[src/rtl/uart_rx_word_packer.sv]
`default_nettype none
//============================================================================
// Module   : uart_rx_word_packer
// Purpose  : Packs UART receiver byte strobes MSB-first into words with a
//            valid/ready output, inter-byte timeout and overrun flagging.
// Revision : 1.0 - initial release
//============================================================================
module uart_rx_word_packer #(
    parameter int WORD_BYTES   = 4,
    parameter int TIMEOUT_CLKS = 100000
) (
    input  logic                    i_Clock,
    input  logic                    i_Reset_n,
    input  logic                    i_Rx_DV,
    input  logic [7:0]              i_Rx_Byte,
    output logic [8*WORD_BYTES-1:0] o_Word,
    output logic                    o_Word_Valid,
    input  logic                    i_Word_Ready,
    output logic                    o_Overrun,
    output logic                    o_Timeout,
    output logic                    o_Busy
);

    localparam int c_WORD_W = 8 * WORD_BYTES;
    localparam int c_CNT_W  = $clog2(WORD_BYTES);
    localparam int c_TMO_W  = $clog2(TIMEOUT_CLKS);
    localparam logic [c_CNT_W-1:0] c_LAST_BYTE  = c_CNT_W'(WORD_BYTES - 1);
    localparam logic [c_TMO_W-1:0] c_TMO_EXPIRE = c_TMO_W'(TIMEOUT_CLKS - 1);

    typedef enum logic [1:0] {
        S_COLLECT = 2'd0,
        S_HOLD    = 2'd1
    } state_t;

    state_t                r_state;
    logic [c_WORD_W-1:0]   r_shift;
    logic [c_CNT_W-1:0]    r_count;
    logic [c_TMO_W-1:0]    r_tmo;

    state_t                w_state_nxt;
    logic [c_WORD_W-1:0]   w_shift_nxt;
    logic [c_CNT_W-1:0]    w_count_nxt;
    logic [c_TMO_W-1:0]    w_tmo_nxt;
    logic [c_TMO_W-1:0]    w_tmo_inc;
    logic [c_WORD_W-1:0]   w_word_nxt;
    logic [c_WORD_W-1:0]   w_shifted;
    logic                  w_valid_nxt;
    logic                  w_ovr_nxt;
    logic                  w_tout_nxt;
    logic                  w_xfer;

    assign w_xfer    = o_Word_Valid & i_Word_Ready;
    assign w_shifted = {r_shift[c_WORD_W-9:0], i_Rx_Byte};
    assign w_tmo_inc = r_tmo + c_TMO_W'(1);

    always_comb begin
        w_state_nxt = r_state;
        w_shift_nxt = r_shift;
        w_count_nxt = r_count;
        w_tmo_nxt   = r_tmo;
        w_word_nxt  = o_Word;
        w_valid_nxt = o_Word_Valid & ~w_xfer;
        w_ovr_nxt   = 1'b0;
        w_tout_nxt  = 1'b0;

        case (r_state)
            S_COLLECT: begin
                if (i_Rx_DV) begin
                    w_shift_nxt = w_shifted;
                    w_tmo_nxt   = '0;
                    if (r_count == c_LAST_BYTE) begin
                        w_count_nxt = '0;
                        if (!o_Word_Valid || w_xfer) begin
                            w_word_nxt  = w_shifted;
                            w_valid_nxt = 1'b1;
                        end else begin
                            // Output still occupied: park the word in the shifter.
                            w_state_nxt = S_HOLD;
                        end
                    end else begin
                        w_count_nxt = r_count + c_CNT_W'(1);
                    end
                end else if (r_count != '0) begin
                    if (w_tmo_inc == c_TMO_EXPIRE) begin
                        w_count_nxt = '0;
                        w_tmo_nxt   = '0;
                        w_tout_nxt  = 1'b1;
                    end else begin
                        w_tmo_nxt = w_tmo_inc;
                    end
                end else begin
                    w_tmo_nxt = '0;
                end
            end
            S_HOLD: begin
                w_tmo_nxt = '0;
                w_ovr_nxt = i_Rx_DV;
                if (w_xfer) begin
                    w_word_nxt  = r_shift;
                    w_valid_nxt = 1'b1;
                    w_state_nxt = S_COLLECT;
                end
            end
            default: begin
                w_state_nxt = S_COLLECT;
                w_count_nxt = '0;
                w_tmo_nxt   = '0;
            end
        endcase
    end

    always_ff @(posedge i_Clock) begin
        if (!i_Reset_n) begin
            r_state      <= S_COLLECT;
            r_shift      <= '0;
            r_count      <= '0;
            r_tmo        <= '0;
            o_Word       <= '0;
            o_Word_Valid <= 1'b0;
            o_Overrun    <= 1'b0;
            o_Timeout    <= 1'b0;
        end else begin
            r_state      <= w_state_nxt;
            r_shift      <= w_shift_nxt;
            r_count      <= w_count_nxt;
            r_tmo        <= w_tmo_nxt;
            o_Word       <= w_word_nxt;
            o_Word_Valid <= w_valid_nxt;
            o_Overrun    <= w_ovr_nxt;
            o_Timeout    <= w_tout_nxt;
        end
    end

    assign o_Busy = (r_count != '0) | (r_state == S_HOLD);

endmodule
`default_nettype wire

[config.mk]
export PLATFORM = sky130hd
export DESIGN_NAME = uart_rx_word_packer
export DESIGN_NICKNAME = d
export VERILOG_FILES = /design/src/rtl/uart_rx_word_packer.sv
export SDC_FILE = /design/constraint.sdc
export NUM_CORES = 1
export LEC_CHECK = 0
export BUFFER_PORTS_ARGS = -buffer_cell sky130_fd_sc_hd__buf_2
export CAP_MARGIN = 25
export CORE_MARGIN = 8
export CORE_UTILIZATION = 60
export CTS_CLUSTER_SIZE = 14
export DETAILED_ROUTE_END_ITERATION = 10
export GPL_TIMING_DRIVEN = 0
export PLACE_DENSITY = 0.82
export REMOVE_ABC_BUFFERS = 1
export SYNTH_ARGS = -nofsm -noshare
export SYNTH_HDL_FRONTEND = slang
export SYNTH_SLANG_ARGS = --single-unit
export TNS_END_PERCENT = 20
[constraint.sdc]
create_clock -name i_Clock -period 5.8 [get_ports i_Clock]
set_input_delay 1.74 -clock i_Clock [delete_from_list [all_inputs] [get_ports i_Clock]]
set_output_delay 1.74 -clock i_Clock [all_outputs]
set_load 0.02 [all_outputs]
==> results.toml <==
[die]
initial_core_util_pct = 62.53
core_area_sq_mm = 0.005991
ios = 48
die_y_um = 95.02
dieWidth_um = 95.02
die-area_sq_mm = 0.009028
rows = 28

[setup_path]
rrSetupSlack_ps = 3540
crit_required_ps = 6090
crit_path_start_kind = "input port"
critPathTopFamily = "simple AND/OR/NAND/NOR gates"
worstPathCellList = "buf_2 -> clkinv_2 -> or3_1 -> o21bai_4 -> a21oi_2"
slowest_stage = "or3_1"
arrival_ps = 3740
rr_startpoint = "r_state[0]"
cp_max_fo = 69
crit_type = "in2reg"
endpoint_kind = "register"
crit_buf_inv = 2
reg2reg_depth = 6
r2r_end = "o_Word[6]"
cp_slowest_stage_delay_ps = 780

[hold_path]
hp-class = "reg2reg"
hp-start = "r_shift[25]"
hold_path_depth = 2
hold_end = "r_shift[25]"

[synthesis]
synth_top_area_share_pct = 46.49
synth_area_per_cell_sq_um = 8.773
synth_ff_type = "dfxtp_1"
syn_inst = 427
synth-async-reset-ratio_pct = 0
syn_area_sq_mm = 0.003746
synth_edf_count = 0
yosys.area.top_type = "dfxtp_1"
ys_warn_count = 0
netlist_top_cells_area = "dfxtp_1, mux2i_1, nand2_1"
synth_cell_types = 48
ys_seq_elements = 87
yosysSeqAreaShare_pct = 46.49

[timing]
rsz0062_at_grt = "false"
tightestPinTransition_ps = 868.5
final.min_clock_period_ps = 3447
hold_viol = 0
skew_ps = 12.51
timing.fmax_mhz = 290.1
setup_viol = 0
drv_slew = 0
slew_headroom_pct = 42.10
fin_setup_tns_ps = 0
fin_crit_sh_pct = 59.44

[final_layout]
final_cell_area_sq_mm = 0.004317
fin_nets = 479
area_delta_synth_final_pct = 15.23
num_antenna_cells = 0
final_common_cell = "dfxtp_1"
post_route_cells_drive_above_1_share_pct = 19.66
nFillCells = 432
fin_cells = 543
layout_common_cells = "dfxtp_1, nand2_1, buf_2"

[outcome]
status = "finished, final reports clean"

[global_routing]
antenna_found_initial = 0
grt_overflow = 0
grt_pass1_wl_mm = 12.37
grt_usage_pct = 17.24
grt_start_max_net_pins = 70
grt_pass1_vias = 2664

[place]
dpl_cell_area_sq_mm = 0.004071
detailed_place_hpwl_mm = 5.156
port_buffers = 47
place_congestion = 0.8459
dp.cells = 527

[power_and_ir_drop]
irDropWorstVdd_uv = 182.9
power_density_mw_per_mm2 = 275.4
leakage_nw = 1.487

[cts]
htree_levels = 3
cts_resized = 0
clk_pin_slew_ps = 80
insertion_delay_ps = 360
numCtsBuffers = 9
postCtsSetupBuffers = 0
clkSinkCount = 87
clk_path_buf_depth = 2
clock-root-buffer = "clkbuf_8"
cts_tree = "built"
holdBufCountCts = 0

[run]
maxCapViolCount = 0

[routing]
totalWireLength_mm = 7.590
wire_per_inst_um = 13.98
firstDrtPassIters = 4
drtIter0Drc = 134
postRouteAntennaNets = 0
vias = 2983
drc = 0
via_per_inst = 5.494
[metal layers]
metal,vias up,track usage (%),wire (um)
met2,67,29.32,3763
met5,-,0,0
li1,1543,-,-
met4,0,5.462,53
met1,1369,20.57,3336
met3,4,4.874,438
[state kept, by name (all words and copies together), names as in the netlist]
register / flops
o_Word: 32
o_Overrun: 1
r_count: 2
o_Timeout: 1
r_shift: 32
r_tmo: 17
r_state: 1
o_Word_Valid: 1
[how the worst max path moves through the flow]
stage | startpoint | to | slack (ps) | depth (start not counted)
floorplan | i_Rx_DV | o_Word[0] | 1540 | 4
global placement | i_Rx_DV | o_Word[16] | 530 | 5
detailed placement | i_Reset_n | r_tmo[2] | 1960 | 5
CTS | i_Reset_n | r_tmo[2] | 2320 | 5
global route | i_Reset_n | r_tmo[4] | 2170 | 5
finish | i_Reset_n | r_tmo[2] | 2350 | 5
[tightest hold or removal path: stages, from the launching register on]
cell	delay (ps)
dfxtp_1	320
nand2_1	50
a21oi_1	50
[metrics by stage]
| stage | hold slack (ps) | setup slack, ps | power, W | utilization (%) |
|---|---|---|---|---|
| final | 458.9 | 2353 | 0.001189 | 72.06 |
| after global routing | 473.0 | 2175 | 0.001229 | 72.06 |
| after CTS | 458.1 | 2324 | 0.001196 | 72.06 |
| after detailed placement | 446.3 | 1959 | 0.0006928 | 67.96 |
| after global placement | 441.2 | 533.2 | 0.0006867 | 66.25 |
| after floorplan | 436.0 | 1538 | 0.0006678 | - |
[synthesized netlist by cell type, types with 2 or more instances]
master / n
and4b_1: 2
and2_1: 2
o31ai_1: 2
or2_2: 2
nor2_1: 45
inv_1: 9
nor3_1: 3
or3_1: 2
buf_2: 4
nor2_2: 10
o21ai_0: 2
nand3_1: 8
mux2i_1: 33
buf_1: 4
nand2b_1: 3
nand4_2: 2
a21oi_1: 37
nor2b_1: 2
a211oi_1: 32
clkbuf_1: 17
xor2_1: 5
xnor2_1: 9
dfxtp_1: 87
ha_1: 4
nand2_1: 78
[power by group]
part	internal, W	switching (W)	total [W]
Clock	0.000290	0.000220	0.000510
Sequential	0.000608	0.00000887	0.000616
Combinational	0.0000223	0.0000403	0.0000625
Total	0.000920	0.000269	0.00119
[final cells by class]
type	count	area (sq um)	share of cell area, %
inverter	10	38.79	0.8986
clock inverter	6	117.6	2.725
sequential	87	1743	40.38
tap	75	93.84	2.174
multi-input combinational	304	1871	43.33
clock buffer	10	127.6	2.957
timing repair buffer	51	325.3	7.536
[cell families after synthesis]
family | synth area share, %
AO/OA/AOI/OAI | 15.70
XOR/XNOR | 3.273
adder cells (fa/ha/maj) | 1.336
buffers and inverters | 3.841
flip-flops | 46.49
multiplexers | 8.818
AND/OR/NAND/NOR | 20.54
Note: power is estimated with default switching activity, not from simulation.
